--- src/rtl/mtp_thread_sched.sv ---
// Round-robin fetch scheduler for NUM_THREADS hardware thread contexts (IDLE/READY/WAIT each).
// Define MTP_PERF_CNT_EN to add per-thread saturating accepted-fetch counters on perf_fetch_cnt.
module mtp_thread_sched #(
    parameter int NUM_THREADS = 4,
    parameter int PC_WIDTH    = 32,
    parameter int FETCH_BYTES = 8,
    parameter int TID_WIDTH   = $clog2(NUM_THREADS)
) (
    input  logic                            clk,
    input  logic                            reset,
    input  logic                            tm_start_vld,
    input  logic [TID_WIDTH-1:0]            tm_start_tid,
    input  logic [PC_WIDTH-1:0]             tm_start_pc,
    output logic                            tm_start_ready,
    output logic                            tm_done_vld,
    output logic [TID_WIDTH-1:0]            tm_done_tid,
    output logic                            fetch_req_vld,
    output logic [TID_WIDTH-1:0]            fetch_req_tid,
    output logic [PC_WIDTH-1:0]             fetch_req_pc,
    input  logic                            fetch_req_ready,
    input  logic                            fetch_rsp_vld,
    input  logic [TID_WIDTH-1:0]            fetch_rsp_tid,
    input  logic                            fetch_rsp_halt,
    input  logic                            fetch_rsp_br_vld,
    input  logic [PC_WIDTH-1:0]             fetch_rsp_br_pc,
    input  logic                            wb_stall,
    output logic [NUM_THREADS-1:0]          thread_active,
    output logic                            rsp_err
`ifdef MTP_PERF_CNT_EN
    ,
    output logic [NUM_THREADS*32-1:0]       perf_fetch_cnt
`endif
);

    localparam logic [1:0] ST_IDLE  = 2'd0;
    localparam logic [1:0] ST_READY = 2'd1;
    localparam logic [1:0] ST_WAIT  = 2'd2;

    function automatic logic [TID_WIDTH-1:0] wrap_add(input logic [TID_WIDTH-1:0] a,
                                                      input int unsigned b);
        int unsigned s;
        s = {{(32-TID_WIDTH){1'b0}}, a} + b;
        if (s >= unsigned'(NUM_THREADS)) begin
            s = s - unsigned'(NUM_THREADS);
        end
        return TID_WIDTH'(s);
    endfunction

    logic [1:0]             st_arr [NUM_THREADS];
    logic [PC_WIDTH-1:0]    pc_arr [NUM_THREADS];
    logic [NUM_THREADS-1:0] elig;

    logic                   accept;
    logic                   start_fire;
    logic                   rsp_in_wait;

    logic                   req_vld_q, req_vld_d;
    logic [TID_WIDTH-1:0]   req_tid_q, req_tid_d;
    logic [PC_WIDTH-1:0]    req_pc_q, req_pc_d;
    logic [TID_WIDTH-1:0]   rr_q, rr_d;
    logic                   done_vld_q, done_vld_d;
    logic [TID_WIDTH-1:0]   done_tid_q, done_tid_d;
    logic                   rsp_err_q, rsp_err_d;

    logic                   found;
    logic [TID_WIDTH-1:0]   win;
    logic [TID_WIDTH-1:0]   base;
    logic [TID_WIDTH-1:0]   idx;

    assign accept         = req_vld_q && fetch_req_ready;
    assign tm_start_ready = !reset && (st_arr[tm_start_tid] == ST_IDLE);
    assign start_fire     = tm_start_vld && tm_start_ready;
    assign rsp_in_wait    = (st_arr[fetch_rsp_tid] == ST_WAIT);

    generate
        for (genvar gi = 0; gi < NUM_THREADS; gi++) begin : g_thr
            logic [1:0]          st_q, st_d;
            logic [PC_WIDTH-1:0] pc_q, pc_d;
            logic                start_hit, grant_hit, rsp_hit;

            assign start_hit = start_fire && (tm_start_tid == TID_WIDTH'(gi));
            assign grant_hit = accept && (req_tid_q == TID_WIDTH'(gi));
            assign rsp_hit   = fetch_rsp_vld && (fetch_rsp_tid == TID_WIDTH'(gi));

            always_comb begin
                st_d = st_q;
                pc_d = pc_q;
                case (st_q)
                    ST_IDLE: begin
                        if (start_hit) begin
                            st_d = ST_READY;
                            pc_d = tm_start_pc;
                        end
                    end
                    ST_READY: begin
                        if (grant_hit) begin
                            st_d = ST_WAIT;
                        end
                    end
                    ST_WAIT: begin
                        if (rsp_hit) begin
                            if (fetch_rsp_halt) begin
                                st_d = ST_IDLE;
                            end else begin
                                st_d = ST_READY;
                                pc_d = fetch_rsp_br_vld ? fetch_rsp_br_pc
                                                        : pc_q + PC_WIDTH'(FETCH_BYTES);
                            end
                        end
                    end
                    default: st_d = ST_IDLE;
                endcase
            end

            always_ff @(posedge clk) begin
                if (reset) begin
                    st_q <= ST_IDLE;
                    pc_q <= '0;
                end else begin
                    st_q <= st_d;
                    pc_q <= pc_d;
                end
            end

            assign st_arr[gi]        = st_q;
            assign pc_arr[gi]        = pc_q;
            assign thread_active[gi] = (st_q != ST_IDLE);
            // The thread being granted this cycle must not be picked again for the reload.
            assign elig[gi]          = (st_q == ST_READY) && !grant_hit;

`ifdef MTP_PERF_CNT_EN
            logic [31:0] cnt_q;
            always_ff @(posedge clk) begin
                if (reset) begin
                    cnt_q <= '0;
                end else if (grant_hit && (cnt_q != 32'hFFFF_FFFF)) begin
                    cnt_q <= cnt_q + 32'd1;
                end
            end
            assign perf_fetch_cnt[gi*32 +: 32] = cnt_q;
`endif
        end
    endgenerate

    // On an accept the search already starts after the granted thread, so issue stays fair back-to-back.
    always_comb begin
        found = 1'b0;
        win   = '0;
        idx   = '0;
        base  = accept ? wrap_add(req_tid_q, 1) : rr_q;
        for (int k = 0; k < NUM_THREADS; k++) begin
            idx = wrap_add(base, unsigned'(k));
            if (!found && elig[idx]) begin
                found = 1'b1;
                win   = idx;
            end
        end
    end

    always_comb begin
        req_vld_d = req_vld_q;
        req_tid_d = req_tid_q;
        req_pc_d  = req_pc_q;
        if ((!req_vld_q || accept) && !wb_stall) begin
            req_vld_d = found;
            if (found) begin
                req_tid_d = win;
                req_pc_d  = pc_arr[win];
            end
        end else if (accept) begin
            req_vld_d = 1'b0;
        end
        rr_d       = accept ? wrap_add(req_tid_q, 1) : rr_q;
        done_vld_d = fetch_rsp_vld && rsp_in_wait && fetch_rsp_halt;
        done_tid_d = done_vld_d ? fetch_rsp_tid : done_tid_q;
        rsp_err_d  = rsp_err_q || (fetch_rsp_vld && !rsp_in_wait);
    end

    always_ff @(posedge clk) begin
        if (reset) begin
            req_vld_q  <= 1'b0;
            req_tid_q  <= '0;
            req_pc_q   <= '0;
            rr_q       <= '0;
            done_vld_q <= 1'b0;
            done_tid_q <= '0;
            rsp_err_q  <= 1'b0;
        end else begin
            req_vld_q  <= req_vld_d;
            req_tid_q  <= req_tid_d;
            req_pc_q   <= req_pc_d;
            rr_q       <= rr_d;
            done_vld_q <= done_vld_d;
            done_tid_q <= done_tid_d;
            rsp_err_q  <= rsp_err_d;
        end
    end

    assign fetch_req_vld = req_vld_q;
    assign fetch_req_tid = req_tid_q;
    assign fetch_req_pc  = req_pc_q;
    assign tm_done_vld   = done_vld_q;
    assign tm_done_tid   = done_tid_q;
    assign rsp_err       = rsp_err_q;

endmodule
--- config.mk ---
export PLATFORM = sky130hd
export DESIGN_NAME = mtp_thread_sched
export DESIGN_NICKNAME = d
export VERILOG_FILES = /design/src/rtl/mtp_thread_sched.sv
export SDC_FILE = /design/constraint.sdc
export NUM_CORES = 1
export LEC_CHECK = 0
export CORE_AREA = 2 2 145 147
export CTS_BUF_LIST = sky130_fd_sc_hd__clkbuf_4 sky130_fd_sc_hd__clkbuf_8 sky130_fd_sc_hd__clkbuf_16
export DETAILED_ROUTE_END_ITERATION = 8
export DIE_AREA = 0 0 147 149
export MAX_ROUTING_LAYER = met4
export PLACE_DENSITY = 0.88
export SETUP_SLACK_MARGIN = 0.05
export SYNTH_ARGS = -nofsm -noshare
export SYNTH_HDL_FRONTEND = slang
export SYNTH_SLANG_ARGS = --single-unit
--- constraint.sdc ---
create_clock -name clk -period 2.8 [get_ports clk]
set_clock_uncertainty 0.1 [all_clocks]
set_input_delay 0.28 -clock clk [delete_from_list [all_inputs] [get_ports clk]]
set_output_delay 0.28 -clock clk [all_outputs]
set_load 0.005 [all_outputs]
==> summary by stage <==
Synthesis
The multiplexer area fraction after synthesis is between 7 and 8%. The commonest cells after synthesis are dfxtp_1, nand2_1, a21oi_1. Synthesis produced a netlist with a net count of 1,588. In this run, synthesis produced a sequential element count of 177. The share of synthesized registers carrying an async set or reset is 0%. The number of enable flip-flop cells after synthesis is 0. By area the synthesized netlist is led by dfxtp_1, a21oi_1, mux2i_1. The parity-gate share of the synthesized area counting xor and xnor cells is 1.65%. The dominant combinational cell family by area after synthesis is compound AO/OA/AOI/OAI gates.

The basic-gate share of the synthesized area counting and, or, nand and nor cells is 23.4%. The average cell area after synthesis is 7.76 sq um. The most used standard cell by instance count after synthesis is dfxtp_1. For this run, the number of Yosys warnings is 0. The main flop type after synthesis is dfxtp_1.

The netlist area before placement is 11,700 sq um. The number of unique standard cell types used by synthesis is 84. Summing the areas of all compound-gate instances in the mapped netlist gives 30.9% of the synthesized area.

The sequential cell area fraction in the yosys report is 30.4%. The adder and majority gate portion of the synthesized area is 0.858%. The largest area contributor in the netlist is dfxtp_1.

Of the post-synthesis cell area, the dominant cell type holds 30.4%. The number of cells produced by synthesis is 1,504.

Timing
For this run, the top clock speed supported by timing is 376 MHz. The final count of pins violating max slew came to 0. Setup repair after global routing could not meet its margin everywhere. The total count of hold-check failures in the final report is 0. The final setup violation count is 0. In this run the tightest slew margin relative to its limit is 41.9%. The minimum clock period is 2.66 ns.

The tightest hold path in the finished design has a slack of 0.216 ns. After layout, the worst path uses between 90% and 100% of the clock period. For the pin with the worst max-slew slack, the measured transition is between 0.8 and 0.9 ns.

Floorplan
The initial utilization of the core area, before any placement, comes to approximately 57%. The total die area is 21,900 sq um. The floorplan step set the die height to roughly 150 um. In this run the core area contains between 50 and 60 standard-cell rows. The width of the chip is ~150 um.

For this design the top-level I/O count stands at 120. The total area inside the core boundary comes to ~21,000 sq um.

Clocking
In this run the number of H-tree levels came out at 4. The TritonCTS clock tree is done. The largest buffer count on any clock path is 2.

After clock tree synthesis, the clock-pin slew on the worst setup and hold paths is around 0.070 ns. The number of buffers inserted by post-CTS setup repair is 0. At the later pin of the worst-skew pair, clock insertion delay measures around 0.44 ns. The total number of clock tree sinks is 177.

Buffers inserted to repair hold after CTS numbered 0. The CTS buffer count is 17. The tree is rooted in a clkbuf_16.

GRT
The via count of the first global-routing pass came to around 13,000. The maximum number of pins on one net before global-route repair is between 60 and 70. The residual overflow from global routing is 0.

The first global-routing pass estimated 69.5 mm of wire. The number of antenna violations at the first check in global routing is 0. The aggregate global-route resource usage is 41.2%.

Hold path
The worst hold path belongs to the class primary input to flip-flop.

Pwr
For this design the static power due to leakage is 4.88 nW. The power density of the placed cells is 504 nW/um^2. The largest voltage drop on the vdd net is 0.402 mV.

Status
The flow ran to the end, and the final reports show no timing, DRC or antenna violations.

Critical path
On the critical path, the stage with the largest delay is an instance of clkdlybuf4s50_1. The worst setup path is launched from a flip-flop. The critical path start-end classification is flip-flop to primary output. The critical path data arrival time is 2.28 ns. The largest single stage delay on the critical path is 0.53 ns. The signal on the critical path passes through or2_2 > mux4_2 > nor2_1 > clkdlybuf4s50_1. In this run the worst path has a maximum fanout of 8. The critical path capture point type is a primary output.

For the worst setup path, the data required time is approximately 2.4 ns.

Flow run
The number of violations of the max-capacitance limit is 0.

Final layout
The share of post-route cells with drive strength above 1 is 10.9%. The area added between synthesis and finish is 20.3%. After the last flow step, the layout net total stands at around 1,700. 0 antenna diodes ended up in the layout. The total non-filler cell area in the finished layout is between 10,000 and 15,000 sq um.

Placement
Input and output buffers added on the ports amount to 119. The total half-perimeter wirelength after legalization and detailed placement is slightly above 30 mm. At the end of routability-driven placement, the weighted congestion stood at roughly 1.0. The placed instances occupy a cell area of 13,300 sq um.

Routing
The total wire length after detailed routing is 44.4 mm. Dividing the detail-routed wire length by the instance count gives 23.7 um. The count of nets left with antenna violations once routing finished came out at 0.

After the first detailed-routing iteration, the DRC count stood at approximately 2,100. The number of vias per cell after detailed routing is 7.16. The number of optimization iterations in the first detailed-route pass is 7. After detailed routing, the number of remaining DRC violations is 0.

Detailed routing inserted a total of between 10,000 and 15,000 vias.
-- cells in the final DEF (no fill, tap or decap), types with 17 or more instances in the layout --
cell type,n
dfxtp_1,176
nand2_1,158
a21oi_1,151
nor2_1,125
clkdlybuf4s50_1,117
nand3_1,104
o21ai_0,77
mux2i_1,74
buf_4,71
o211ai_1,55
a211oi_1,41
a311oi_1,36
o221ai_1,24
inv_1,23
nand2b_1,21
nand4_1,21
o221ai_2,21
nor3_1,21
o22ai_1,18
clkbuf_16,17
-- cell type report --
cell class                 count  area, sq um
tap                          275          344
clock buffer                  18          439
multi-input combinational   1173         7500
timing repair buffer         196         1860
fill                        1645         6520
clock inverter                13          256
inverter                      25         93.8
sequential                   177         3540
-- cells by family (layout without fill, tap and decap cells) --
logic type | Yosys count | in the layout
xor+xnor | 22 | 22
simple gates | 548 | 548
buf+inv | 154 | 252
mux | 79 | 79
flops | 177 | 177
compound gates | 516 | 516
fa+ha+maj | 8 | 8
-- critical path, delay by kind of cell (launching register included) --
kind                   cells  cell delay (ns)
buffers and inverters      1             0.53
and+or+nand+nor            2             0.48
muxes                      1             0.46
DFF                        1             0.39
-- path summary, 6_finish.rpt --
| kind | start | endpoint | slack [ns] | cells after the start |
|---|---|---|---|---|
| setup / recovery | g_thr[0].st_q[1]$_SDFFE_PP0P_ | tm_start_ready | 0.14 | 4 |
| hold / removal | reset | g_thr[0].st_q[0]$_SDFFE_PP0P_ | 0.22 | 3 |
| setup reg to reg | fetch_req_tid[0]$_SDFFE_PP0P_ | fetch_req_pc[10]$_SDFFE_PP0P_ | 0.25 | 9 |
| hold reg to reg | tm_done_tid[1]$_SDFFE_PP0P_ | tm_done_tid[1]$_SDFFE_PP0P_ | 0.40 | 2 |
-- where the power goes --
part | internal (mW) | total (mW) | switching [mW]
Sequential | 2.61 | 2.75 | 0.137
Clock | 1.79 | 2.88 | 1.09
Combinational | 0.578 | 1.45 | 0.871
Total | 4.98 | 7.08 | 2.10
-- timing repair --
item,in CTS,in global routing
endpoints found under the setup margin,0,2
gates resized for setup,0,2
endpoints found under the hold margin,0,0
-- sequential cells by signal, summed over array words and instances (netlist names) --
name and count:
tm_done_tid 2, fetch_req_pc 32, rr_q 2, fetch_req_vld 1, g_thr.st_q 8, rsp_err 1
g_thr.pc_q 128, fetch_req_tid 2, tm_done_vld 1
-- per-layer routing --
| layer | vias to the layer above | routed length [um] | global-route usage, % |
|---|---|---|---|
| li1 | 5888 | - | - |
| met1 | 6164 | 16000 | 49.2 |
| met2 | 1104 | 19200 | 63.1 |
| met3 | 288 | 5830 | 10.4 |
| met4 | 0 | 3410 | 24.4 |
| met5 | - | 0 | - |
-- stage by stage --
step	TNS, ns	setup WS, ns	power, mW	cells	utilization, %
after detailed placement	-0.551	-0.0643	4.18	1846	64.9
after CTS	0	0.102	7.00	1877	68.3
after floorplan	0	0.315	3.63	1504	-
after global routing	0	0.0476	7.25	1877	68.3
after global placement	0	0.0462	4.14	1846	64.9
final	0	0.138	7.08	1877	68.3
No activity file was read; power rests on OpenSTA's default activity.
